--- config.mk ---
export PLATFORM = sky130hd
export DESIGN_NAME = prio_req_arbiter_flat
export DESIGN_NICKNAME = d
export VERILOG_FILES = /design/src/rtl/prio_arb_pkg.sv /design/src/rtl/prio_req_arbiter_if.sv /design/src/rtl/prio_rot_encoder.sv /design/src/rtl/prio_req_arbiter.sv /design/src/flat_wrapper.sv
export SDC_FILE = /design/constraint.sdc
export NUM_CORES = 1
export LEC_CHECK = 0
export ABC_AREA = 1
export BUFFER_PORTS_ARGS = -buffer_cell sky130_fd_sc_hd__buf_2
export CORE_UTILIZATION = 40
export CTS_CLUSTER_DIAMETER = 100
export DETAILED_ROUTE_END_ITERATION = 16
export GPL_TIMING_DRIVEN = 0
export PLACE_DENSITY = 0.67
export SLEW_MARGIN = 20
export SYNTH_ARGS = -nofsm -noshare
export SYNTH_HDL_FRONTEND = slang
export SYNTH_SLANG_ARGS = --single-unit
--- constraint.sdc ---
create_clock -name clk -period 5.4 [get_ports clk]
set_clock_uncertainty 0.1 [all_clocks]
set_input_delay 0.81 -clock clk [delete_from_list [all_inputs] [get_ports clk]]
set_output_delay 0.81 -clock clk [all_outputs]
set_load 0.1 [all_outputs]
--- src/rtl/prio_arb_pkg.sv ---
`default_nettype none
// ============================================================================
// Module : prio_arb_pkg
// Brief  : Shared types and helpers for the registered priority arbiter.
// Rev    : 1.0
// ============================================================================
package prio_arb_pkg;

    typedef enum logic [0:0] {
        IDLE  = 1'b0,
        GRANT = 1'b1
    } state_e;

    typedef enum logic [0:0] {
        MODE_FIXED = 1'b0,
        MODE_RR    = 1'b1
    } mode_e;

    function automatic int clog2(input int n);
        int r;
        r = 0;
        for (int i = 0; i < 31; i++) begin
            if ((1 << i) < n) r = i + 1;
        end
        return r;
    endfunction

endpackage
`default_nettype wire

--- src/rtl/prio_req_arbiter_if.sv ---
`default_nettype none
// ============================================================================
// Module : prio_req_arbiter_if
// Brief  : Grant valid/ready channel between the arbiter and its consumer.
// Rev    : 1.0
// ============================================================================
interface prio_req_arbiter_if #(
    parameter int N = 8
);
    localparam int W = prio_arb_pkg::clog2(N);

    logic         grant_valid_o;
    logic         grant_ready_i;
    logic [W-1:0] grant_idx_o;
    logic [N-1:0] grant_onehot_o;

    modport master (
        output grant_valid_o,
        output grant_idx_o,
        output grant_onehot_o,
        input  grant_ready_i
    );

    modport slave (
        input  grant_valid_o,
        input  grant_idx_o,
        input  grant_onehot_o,
        output grant_ready_i
    );

endinterface
`default_nettype wire

--- src/rtl/prio_rot_encoder.sv ---
`default_nettype none
// ============================================================================
// Module : prio_rot_encoder
// Brief  : Finds the first set bit scanning downward from start, wrapping.
// Rev    : 1.0
// ============================================================================
module prio_rot_encoder
    import prio_arb_pkg::*;
#(
    parameter  int N = 8,
    localparam int W = clog2(N)
) (
    input  logic [N-1:0] vec,
    input  logic [W-1:0] start,
    output logic [W-1:0] idx,
    output logic         found
);

    always_comb begin : comb_scan
        int           p;
        logic [W-1:0] p_w;
        p     = 0;
        p_w   = '0;
        idx   = '0;
        found = |vec;
        // Walk from the farthest position back to start so the nearest hit wins.
        for (int i = N - 1; i >= 0; i--) begin
            p = int'(start) - i;
            if (p < 0) p = p + N;
            p_w = W'(p);
            if (vec[p_w]) idx = p_w;
        end
    end

endmodule
`default_nettype wire

--- src/rtl/prio_req_arbiter.sv ---
`default_nettype none
// ============================================================================
// Module : prio_req_arbiter
// Brief  : Sticky request capture with masked fixed/round-robin grant issue.
// Rev    : 1.0
// ============================================================================
module prio_req_arbiter
    import prio_arb_pkg::*;
#(
    parameter int N = 8
) (
    input  logic                      clk,
    input  logic                      rst_n,
    input  logic [N-1:0]              req_i,
    input  logic [N-1:0]              mask_i,
    input  logic                      mode_i,
    prio_req_arbiter_if.master        arb_if,
    output logic                      none_o,
    output logic [N-1:0]              pending_o
);

    localparam int           W    = clog2(N);
    localparam logic [W-1:0] LAST = W'(N - 1);

    state_e       state_q,   state_d;
    logic [N-1:0] pending_q, pending_d;
    logic [W-1:0] rr_ptr_q,  rr_ptr_d;
    logic         valid_q,   valid_d;
    logic [W-1:0] idx_q,     idx_d;
    logic [N-1:0] onehot_q,  onehot_d;

    logic [N-1:0] eligible, clr, sel_vec, sel_oh;
    logic [W-1:0] sel_start, sel_idx, ptr_dec;
    logic         handshake, sel_found;

    prio_rot_encoder #(.N(N)) u_enc (
        .vec   (sel_vec),
        .start (sel_start),
        .idx   (sel_idx),
        .found (sel_found)
    );

    always_comb begin
        eligible  = pending_q & ~mask_i;
        handshake = (state_q == GRANT) && valid_q && arb_if.grant_ready_i;
        clr       = '0;
        if (handshake) clr[idx_q] = 1'b1;
        pending_d = (pending_q & ~clr) | req_i;
        ptr_dec   = (idx_q == '0) ? LAST : idx_q - 1'b1;
        rr_ptr_d  = handshake ? ptr_dec : rr_ptr_q;
        // Back-to-back grants select from the post-handshake pending view.
        sel_vec   = handshake ? (pending_d & ~mask_i) : eligible;
        sel_start = (mode_e'(mode_i) == MODE_RR) ? rr_ptr_d : LAST;
        sel_oh    = '0;
        sel_oh[sel_idx] = 1'b1;

        state_d  = state_q;
        valid_d  = valid_q;
        idx_d    = idx_q;
        onehot_d = onehot_q;
        case (state_q)
            IDLE: begin
                if (sel_found) begin
                    state_d  = GRANT;
                    valid_d  = 1'b1;
                    idx_d    = sel_idx;
                    onehot_d = sel_oh;
                end
            end
            GRANT: begin
                if (handshake) begin
                    if (sel_found) begin
                        idx_d    = sel_idx;
                        onehot_d = sel_oh;
                    end else begin
                        state_d  = IDLE;
                        valid_d  = 1'b0;
                        onehot_d = '0;
                    end
                end
            end
            default: begin
                state_d  = IDLE;
                valid_d  = 1'b0;
                onehot_d = '0;
            end
        endcase
    end

    always_ff @(posedge clk or negedge rst_n) begin
        if (!rst_n) begin
            state_q   <= IDLE;
            pending_q <= '0;
            rr_ptr_q  <= LAST;
            valid_q   <= 1'b0;
            idx_q     <= '0;
            onehot_q  <= '0;
        end else begin
            state_q   <= state_d;
            pending_q <= pending_d;
            rr_ptr_q  <= rr_ptr_d;
            valid_q   <= valid_d;
            idx_q     <= idx_d;
            onehot_q  <= onehot_d;
        end
    end

    assign arb_if.grant_valid_o  = valid_q;
    assign arb_if.grant_idx_o    = idx_q;
    assign arb_if.grant_onehot_o = onehot_q;
    assign none_o                = ~|eligible;
    assign pending_o             = pending_q;

endmodule
`default_nettype wire

--- src/flat_wrapper.sv ---
// flat-port wrapper written by rule: the top's interface ports become plain ports
module prio_req_arbiter_flat import prio_arb_pkg::*;
#(
    parameter int N = 8
)
  (clk, rst_n, req_i, mask_i, mode_i, none_o, pending_o, arb_if_grant_valid_o, arb_if_grant_idx_o, arb_if_grant_onehot_o, arb_if_grant_ready_i);
  prio_req_arbiter_if #(.N(N)) arb_if_i ();
  input  logic clk;
  input  logic rst_n;
  input  logic [N-1:0] req_i;
  input  logic [N-1:0] mask_i;
  input  logic mode_i;
  output logic none_o;
  output logic [N-1:0] pending_o;
  output wire logic [$bits(arb_if_i.grant_valid_o)-1:0] arb_if_grant_valid_o;
  output wire logic [$bits(arb_if_i.grant_idx_o)-1:0] arb_if_grant_idx_o;
  output wire logic [$bits(arb_if_i.grant_onehot_o)-1:0] arb_if_grant_onehot_o;
  input wire logic [$bits(arb_if_i.grant_ready_i)-1:0] arb_if_grant_ready_i;
  assign arb_if_grant_valid_o = arb_if_i.grant_valid_o;
  assign arb_if_grant_idx_o = arb_if_i.grant_idx_o;
  assign arb_if_grant_onehot_o = arb_if_i.grant_onehot_o;
  assign arb_if_i.grant_ready_i = arb_if_grant_ready_i;
  prio_req_arbiter #(.N(N)) u_core (.clk(clk), .rst_n(rst_n), .req_i(req_i), .mask_i(mask_i), .mode_i(mode_i), .arb_if(arb_if_i), .none_o(none_o), .pending_o(pending_o));
endmodule
==> impl_results.md, run 1 <==
* VDD IR max at 0.326 mV
* Via count at about 2100
* Placeable Area at 4750 sq um
* FF+latch area at around 600 sq um
* Most common cell after layout, fill and taps aside: nand2_1
* Nature of the critical path startpoint: register
* Initial Util at 42.0%
* Fin. Hold Viols at 0
* RD Place Congestion at a little under 0.9
* Buffer depth of the longest clock path at 2
* Post-CTS Repair Setup Buffers at 0
* Final cell area excluding filler cells at 2350 sq um
* Clock-pin slew on the worst setup and hold paths at 90 ps
* Mapped Cells at 297
* Avg WL per Cell at 12.6 um
* Post-CTS Resized at 0
* Die area at 5280 sq um
* DR pass1 iterations at 4
* Seq/Total Area, Yosys at 30.3%
* Area of the multi-input gates at about 1200 sq um
* IO Count at 41
* Syn nets at approximately 320
* Hold Path Class: reg2reg
* Layout cell share with drive strength beyond 1 at 26.1%
* Slew Limit Headroom at between 60 and 70%
* Critical path arrival at around 3600 ps
* Die H at 72.7 um
* Port bufs at 40
* Vias per cell at around 5.1
* CTS tree: done
* Pwr Total at about 1.6 mW
* Yosys warning total at 0
* Library cells used by synthesis at 29
* Chip width at slightly above 70 um
* Total of max-cap violations at 0
* DP HPWL at 4.12 mm
* RSZ-0062 raised after global routing: false
* First-pass GRT wire length at 8.65 mm
* Final min period at 3490 ps
* # nets final at 366
* Total CTS buffers at 3
* # rows at 25
* Synth Register Bits at 24
* Post-Place Cells at ~400
* LEAKAGE at 1.30 nW
* GRT overflow at 0
* Detailed router's first-iteration violation count at 105
* Initial antenna violation count at 0
* Residual DRC at 0
* Most frequent cells in the layout: nand2_1 (83), nand3_1 (65), buf_2 (40)
* Final wirelength at 5.15 mm
* Status: completed
* Setup TNS at 0 ps
* H-tree lvl count at 1
* Worst-skew pair later-pin latency at approximately 270 ps
* Clock sink total at 24
* Remaining antenna violation count at 0
* Max Freq at 287 MHz
* Syn avg cell area at 6.72 sq um
* Antenna Cells at 0
* GRT Total Usage at 21.1%
* Cell Area, Synth at between 1500 and 2000 sq um
* Final setup viols at 0
* CP Class: reg2reg
* P&R area growth vs syn at 17.8%
* Synth top area share at 26.3%
* Root buffer cell: clkbuf_8
* Fill count at a little over 500
* Actual slew at the worst max-slew pin at 538 ps
* Vias in the first global route at 1891
* Synth top area cells: dfrtp_1 (26%), nand3_1 (16%), nand2_1 (16%)
* Hold Buf Count CTS at 0
* Slew Viols, Final at 0
* Area after DPL at 2280 sq um
* Non-Filler Instances at 408
* Worst EP required at 5470 ps
* Max FO, Critical Path at 10
* Crit. End Element: register
* Largest net degree at the start of global routing at 25
* Tcrit/Tclk final at about 65%
* PwrDens at 687 nW/um^2
* Leading area contributor after synthesis: dfrtp_1
## Yosys cell counts (all sizes together)
| cell | n |
|---|---|
| dfrtp | 21 |
| a21oi | 15 |
| o22ai | 4 |
| inv | 44 |
| a221oi | 2 |
| nor2 | 18 |
| or2 | 1 |
| dfstp | 3 |
| xor2 | 1 |
| o21ai | 16 |
| nand2 | 90 |
| nor4 | 1 |
| nand3 | 69 |
| a22o | 1 |
| buf | 4 |
| ha | 4 |
| a21boi | 1 |
| o21bai | 2 |
## cell families (layout without fill, tap and decap cells)
| kind of cell | after synthesis | in the layout | synth area share, % |
|---|---|---|---|
| AO/OA/AOI/OAI | 41 | 41 | 13.3 |
| XOR/XNOR | 1 | 1 | 0.815 |
| adder cells (fa/ha/maj) | 4 | 4 | 2.51 |
| buffers and inverters | 48 | 92 | 10.2 |
| flip-flops | 24 | 24 | 30.3 |
| AND/OR/NAND/NOR | 179 | 179 | 42.9 |
## layout make-up
cell class,count,share of cell area (%)
Buffer,4,1.60
Clock buffer,3,1.76
Clock inverter,1,1.28
Inverter,44,7.02
Multi-Input combinational cell,225,50.6
Sequential cell,24,25.7
Tap cell,67,3.56
Timing Repair Buffer,40,8.51
## registers in the layout (all words and copies together) (netlist names)
name,cells
u_core.arb_if.grant_onehot_o,8
u_core.pending_o,8
u_core.arb_if.grant_idx_o,3
u_core.rr_ptr_q,3
u_core.arb_if.grant_valid_o,1
u_core.state_q,1
## per-layer routing
layer / share of wire [%] / up-vias / track usage, %
li1: - / 1062 / -
met1: 47 / 931 / 28.3
met2: 46 / 65 / 35.9
met3: 6.3 / 4 / 4.14
met4: 0.74 / 0 / 3.05
met5: 0 / - / 0
## critical path: stages (launching register included)
cell and delay [ps]:
dfrtp_1 490, inv_1 130, ha_1 200, ha_1 210, o21ai_0 190, nand3_1 120
buf_4 190, ha_1 380, inv_1 220, nand3_1 150, nand3_1 140, nand2_1 60
inv_1 50, nand2_1 40, nand2_1 50, nand2_1 60, nand2_1 60, nand2_1 70
a21boi_1 290, nor2_2 80, nand2_1 70, nand2_1 50
## worst paths after layout
kind                                            startpoint  depth (start not counted)                              end  slack [ps]
hold / removal             u_core.arb_if.grant_onehot_o[0]                          2  u_core.arb_if.grant_onehot_o[0]         390
max in group asynchronous                            rst_n                          1               u_core.rr_ptr_q[1]        4420
hold reg to reg            u_core.arb_if.grant_onehot_o[0]                          2  u_core.arb_if.grant_onehot_o[0]         390
setup / recovery              u_core.arb_if.grant_idx_o[1]                         21  u_core.arb_if.grant_onehot_o[7]        1910
setup reg to reg              u_core.arb_if.grant_idx_o[1]                         21  u_core.arb_if.grant_onehot_o[7]        1910
min in group asynchronous                            rst_n                          1              u_core.pending_o[1]         410
## power breakdown
group | switching (mW) | internal [mW]
logic | 0.870 | 0.304
registers | 0.0436 | 0.240
clock network | 0.0604 | 0.0991
total | 0.974 | 0.643
## stage by stage
step	util (%)	setup slack (ps)	hold slack (ps)
finish	49.5	1910	388
global route	49.5	1610	422
CTS	49.5	1930	396
detailed placement	48.0	1880	365
global placement	48.0	1930	361
floorplan	-	497	390
(Power assumes the default switching activity.)
==> run 2: changes to the inputs <==
- PLACE_DENSITY: 0.67 -> 0.7
- clock period: 5.4 -> 3.2 ns (I/O delays scaled with it)
==> run 2 against run 1 <==
Non-clock buffer count grew 15; highest routed layer unchanged; count of clock-buffer cells in the layout is the same; largest power group unchanged; via count grew 3.0%; fmax grew 17%; design area grew 9.8%; clock power grew 66%.
==> impl_results.md, run 2 (synthesis gave the netlist of run 1 again) <==
* Status: completed
* Worst-skew pair later-pin latency at 270 ps (about the same)
* Die H at 72.7 um (unchanged)
* Origin of the critical flop-to-flop path: u_core.arb_if.grant_idx_o[0]
* Total CTS buffers at 3 (unchanged)
* Logic pwr share at 74.9% (+2.3 points)
* Most frequent cells in the layout: nand2_1 (80), nand3_1 (61), buf_2 (40)
* Post-place setup slack at -63.2 ps (-1950 ps)
* Critical path's top delay family: simple AND/OR/NAND/NOR gates
* Final setup viols at 0 (unchanged)
* Die area at 5280 sq um (unchanged)
* LEAKAGE at 1.39 nW (+7.1%)
* RD Place Congestion at 0.877 (-1.7%)
* Internal power at 1.24 mW (+93%)
* Residual DRC at 0 (unchanged)
* P&R area growth vs syn at 29.3%
* Register-to-register setup slack at 220 ps (-1690 ps)
* Tcrit/Tclk final at 93.2% (+29 points)
* IO Count at 41 (unchanged)
* FF-to-FF End: u_core.arb_if.grant_onehot_o[3]
* Root buffer cell: clkbuf_8
* Detailed router's first-iteration violation count at 151 (+44%)
* Clock sink total at 24 (unchanged)
* Actual slew at the worst max-slew pin at 532 ps (-6.35 ps)
* Chip width at 72.7 um (unchanged)
* Max FO, Critical Path at 8 (-2)
* Sw frac at 58.3% (-2.0 points)
* VDD IR max at 0.618 mV (+89%)
* CTS tree: done
* First-pass GRT wire length at 8.16 mm (-5.6%)
* Slowest-stage cell, CP: dfrtp_4
* Initial Util at 42.0% (unchanged)
* Avg WL per Cell at 12.3 um (-2.3%)
* Nature of the critical path startpoint: register
* H-tree lvl count at 1 (unchanged)
* # nets final at 381 (+4.1%)
* Psw at 1.74 mW (+78%)
* Crit. End Element: register
* Hold Path Class: in2async
* # rows at 25 (unchanged)
* Port bufs at 40 (unchanged)
* DP HPWL at 3.99 mm (-3.2%)
* Slowest stage delay, CP at 460 ps (-30 ps)
* Final min period at 2980 ps (-507 ps)
* Total of max-cap violations at 0 (unchanged)
* Vias per cell at 5.02 (-0.69%)
* Max Freq at 335 MHz (+17%)
* PwrDens at 1150 nW/um^2 (+68%)
* Critical path arrival at 3050 ps (-510 ps)
* Reg power frac at 16.2% (-1.3 points)
* Layout cell share with drive strength beyond 1 at 34.3% (+8.2 points)
* Slew Viols, Final at 0 (unchanged)
* Clock-pin slew on the worst setup and hold paths at 80 ps (about the same)
* Antenna Cells at 0 (unchanged)
* Worst EP required at 3260 ps (-2210 ps)
* Slew Limit Headroom at 64.5% (+0.42 points)
* CP bufs+invs at 5 (+1)
* Fin. Hold Viols at 0 (unchanged)
* Most common cell after layout, fill and taps aside: nand2_1
* Final wirelength at 5.22 mm (+1.3%)
* Final setup margin at 217 ps (-1690 ps)
* Placeable Area at 4750 sq um (unchanged)
* Smallest hold slack at 79.9 ps (-308 ps)
* Largest net degree at the start of global routing at 25 (unchanged)
* GRT overflow at 0 (unchanged)
* Via count at 2123 (+3.0%)
* Worst path most repeated cell: nand2_1
* Clock group share of total power at 8.9% (-1.0 points)
* Vias in the first global route at 1823 (-3.6%)
* Buffer depth of the longest clock path at 2 (unchanged)
* CP Class: reg2reg
* Cell Chain, Critical Path: inv_4 -> ha_1 -> ha_2 -> o21ai_2 -> nand3_4 -> inv_6 -> ha_1 -> xor2_2 -> inv_2 -> nand3_2 -> nand2_2 -> inv_2 -> o21ai_1 -> nand2_1 -> nand2_1 -> nand2_1 -> nand2_1 -> nand2_1 -> nand2_4 -> nand2_4 -> inv_2 -> nand2_1 -> nand2_1
* Worst r2r path cells at 23 (+9.5%)
* Remaining antenna violation count at 0 (unchanged)
* Initial antenna violation count at 0 (unchanged)
* GRT Total Usage at 20.0% (-1.1 points)
* DR pass1 iterations at 5 (+1)
==> run 2: cell types whose count changed in the layout (fill, tap and decap cells not counted), moves of 2 or more <==
| cell | before | now |
|---|---|---|
| buf_4 | 2 | 16 |
| inv_4 | 0 | 2 |
| ha_1 | 4 | 2 |
| dfrtp_1 | 21 | 17 |
| dfrtp_2 | 0 | 2 |
| dfrtp_4 | 0 | 2 |
| nand2_1 | 83 | 80 |
| nand3_2 | 4 | 7 |
| nand3_1 | 65 | 61 |
| nand2_2 | 5 | 7 |
| inv_2 | 9 | 7 |
==> run 2: worst max-delay path by stage <==
| stage | from | end | cells after the start |
|---|---|---|---|
| 6_report | u_core.arb_if.grant_idx_o[0] | u_core.arb_if.grant_onehot_o[3] | 23 |
| 5_1_grt | u_core.arb_if.grant_idx_o[0] | u_core.arb_if.grant_onehot_o[3] | 24 |
| 4_1_cts | u_core.arb_if.grant_idx_o[0] | u_core.arb_if.grant_onehot_o[3] | 23 |
| 3_5_place_dp | u_core.arb_if.grant_idx_o[0] | u_core.arb_if.grant_onehot_o[6] | 21 |
| 3_3_place_gp | u_core.arb_if.grant_idx_o[1] | u_core.arb_if.grant_onehot_o[7] | 21 |
| 2_1_floorplan | u_core.arb_if.grant_idx_o[1] | u_core.arb_if.grant_onehot_o[6] | 21 |
==> run 2: metrics by stage <==
step	utilization [%]	std cells	TNS [ps]	total power, mW	cell area (sq um)
2_1_floorplan	-	297	0	2.13	2020
3_3_place_gp	48.5	404	-231	2.44	2310
3_5_place_dp	48.5	404	-267	2.46	2310
4_1_cts	50.3	408	0	2.76	2390
5_1_grt	54.3	423	-236	3.23	2580
6_report	54.3	423	0	2.98	2580
==> run 2: timing repair <==
action,in CTS,in global routing
endpoints found under the setup margin,10,11
hold buffers,0,0
pin swaps,0,8
gates resized for setup,3,20
setup buffers,0,15
==> run 2: power groups by stage <==
stage / Sequential [mW] / Clock (mW) / Combinational [mW]
floorplan: 0.974 / 0 / 1.15
global placement: 0.489 / 0 / 1.95
detailed placement: 0.491 / 0 / 1.97
CTS: 0.485 / 0.271 / 2.00
global route: 0.492 / 0.284 / 2.45
finish: 0.483 / 0.265 / 2.23
==> run 2: final cells by class <==
type / count / area, sq um
Clock buffer: 3 / 41.3
Multi-Input combinational cell: 225 / 1280
Buffer: 4 / 41.3
Clock inverter: 1 / 30.0
Tap cell: 67 / 83.8
Inverter: 44 / 175
Timing Repair Buffer: 55 / 313
Sequential cell: 24 / 614
Fill cell: 474 / 2170
==> run 2: metal layers <==
layer,wire length (um),share of wire [%],global-route usage (%)
met5,0,0,0
met4,17,0.33,3.49
met3,339,6.5,3.59
met2,2450,47,33.6
met1,2410,46,27.1
==> run 3: changes to the inputs <==
- PLACE_DENSITY: 0.7 -> unset
==> run 3 against run 2 <==
Clock power hardly changed; critical path type unchanged; worst hold slack better by 6.6 ps; sequential power decreased by 1%; fmax is 1.8% higher.
==> impl_results.md, run 3 (synthesis gave the netlist of run 1 again) <==
* Status: completed
* # rows at 25 (unchanged)
* Final wirelength at 5.15 mm (-1.3%)
* Vias in the first global route at 1882 (+3.2%)
* Worst-skew pair later-pin latency at 270 ps (about the same)
* VDD IR max at 0.762 mV (+23%)
* Antenna Cells at 0 (unchanged)
* GRT overflow at 0 (unchanged)
* Setup TNS at 0 ps (unchanged)
* Critical path arrival at 2990 ps (-60 ps)
* Root buffer cell: clkbuf_8
* DR pass1 iterations at 4 (-1)
* Hold Path Class: in2async
* IO Count at 41 (unchanged)
* Clock sink total at 24 (unchanged)
* Slew Limit Headroom at 63.1% (-1.4 points)
* P&R area growth vs syn at 28.2%
* Most frequent cells in the layout: nand2_1 (82), nand3_1 (63), buf_2 (40)
* Avg WL per Cell at 12.3 um (-0.64%)
* First-pass GRT wire length at 8.32 mm (+1.9%)
* Initial Util at 42.0% (unchanged)
* GRT Total Usage at 20.2% (+0.19 points)
* Total CTS buffers at 3 (unchanged)
* Met3 usage at 3.18% (-0.41 points)
* Placeable Area at 4750 sq um (unchanged)
* Fill count at 488 (+3.0%)
* Slew Viols, Final at 0 (unchanged)
* H-tree lvl count at 1 (unchanged)
* Detailed router's first-iteration violation count at 127 (-16%)
* Die area at 5280 sq um (unchanged)
* Residual DRC at 0 (unchanged)
* Final min period at 2930 ps (-51.3 ps)
* Most common cell after layout, fill and taps aside: nand2_1
* Layout cell share with drive strength beyond 1 at 33.1% (-1.1 points)
* CTS tree: done
* Initial antenna violation count at 0 (unchanged)
* Smallest hold slack at 86.6 ps (+6.63 ps)
* Buffer depth of the longest clock path at 2 (unchanged)
* Actual slew at the worst max-slew pin at 553 ps (+21.1 ps)
* M2 GR Usage at 35.9% (+2.3 points)
* Largest net degree at the start of global routing at 25 (unchanged)
* Crit. End Element: register
* Port bufs at 40 (unchanged)
* RD Place Congestion at 0.928 (+5.7%)
* Total of max-cap violations at 0 (unchanged)
* Max Freq at 341 MHz (+1.8%)
* Final setup viols at 0 (unchanged)
* Nature of the critical path startpoint: register
* Vias per cell at 5.01 (-0.14%)
* Remaining antenna violation count at 0 (unchanged)
* CP Class: reg2reg
* Tcrit/Tclk final at 91.6% (-1.6 points)
* Worst EP required at 3260 ps (about the same)
* PwrDens at 1140 nW/um^2 (-1.3%)
* Die H at 72.7 um (unchanged)
* DP HPWL at 4.10 mm (+2.9%)
* Chip width at 72.7 um (unchanged)
* Gr busiest metal: met2
* Met1 Use GR at 25.8% (-1.3 points)
* LEAKAGE at 1.36 nW (-1.9%)
* # nets final at 378 (-0.79%)
* Fin. Hold Viols at 0 (unchanged)
* Clock-pin slew on the worst setup and hold paths at 90 ps (about the same)
* Via count at 2105 (-0.85%)
* Max FO, Critical Path at 7 (-1)
==> run 3: cell types whose count changed in the layout (fill, tap and decap cells not counted), moves of 2 or more <==
cell / previous run / this run
buf_4: 16 / 13
nand2_1: 80 / 82
nand2_2: 7 / 5
nand3_1: 61 / 63
nand3_2: 7 / 5
==> run 3: per-stage QoR <==
stage                     util (%)  instances  instance area, sq um  setup WS, ps  total power, mW
final                         53.8        420                  2560           268             2.91
after global routing          53.8        420                  2560         -11.9             3.15
after CTS                     50.7        410                  2410          11.6             2.78
after detailed placement      48.5        404                  2310         -93.4             2.47
after global placement        48.5        404                  2310          -116             2.46
after floorplan                  -        297                  2020          34.7             2.13
==> run 3: report_power, final <==
part / internal, mW / leakage, nW / total, mW / switching (mW)
Combinational: 0.627 / 1.07 / 2.17 / 1.54
Sequential: 0.416 / 0.263 / 0.478 / 0.0623
Clock: 0.167 / 0.0357 / 0.265 / 0.0981
==> run 3: worst paths after layout <==
path | startpoint | to | slack [ps] | cells past startpoint
worst min register to register | u_core.arb_if.grant_onehot_o[7] | u_core.arb_if.grant_onehot_o[7] | 380 | 2
worst max register to register | u_core.arb_if.grant_idx_o[1] | u_core.arb_if.grant_onehot_o[3] | 270 | 24
max in group asynchronous | rst_n | u_core.arb_if.grant_idx_o[1] | 2480 | 1
worst max-delay path | u_core.arb_if.grant_idx_o[1] | u_core.arb_if.grant_onehot_o[3] | 270 | 24
worst min-delay path | rst_n | u_core.pending_o[1] | 90 | 1
min in group clk | req_i[7] | u_core.pending_o[7] | 300 | 3
==> run 3: repair_timing <==
item,4_1_cts,5_1_grt
setup buffers,2,10
resized for setup,3,18
setup endpoints to repair,11,11
pin swaps,1,8
hold buffers,0,0
==> run 3: area by class of cell <==
class	instances	area, sq um	area share (%)
Buffer	4	41.3	1.61
Clock buffer	3	41.3	1.61
Clock inverter	1	30.0	1.17
Inverter	44	175	6.84
Multi-Input combinational cell	225	1280	50.1
Sequential cell	24	614	24.0
Tap cell	67	83.8	3.27
Timing Repair Buffer	52	290	11.3
==> run 3: per-layer routing <==
metal | up-vias | share of wire, %
met5 | - | 0
met3 | 8 | 3.4
met2 | 57 | 48
li1 | 1094 | -
met1 | 946 | 47
met4 | 0 | 1.5
==> run 3: critical path, cell delays in order, from the launching register on <==
cell and delay [ps]:
dfrtp_4 450, inv_1 90, ha_1 200, ha_2 190, o21ai_2 130, nand3_2 110, buf_6 140, ha_4 310
inv_4 60, nand3_1 110, nand3_2 100, nand2_2 110, inv_2 50, nand2_1 60, nand2_1 50, nand2_1 50
nand2_1 40, nand2_1 50, nand2_1 60, nand2_2 70, nand2_4 70, nand2_4 90, inv_2 40, nand2_1 60
nand2_1 40
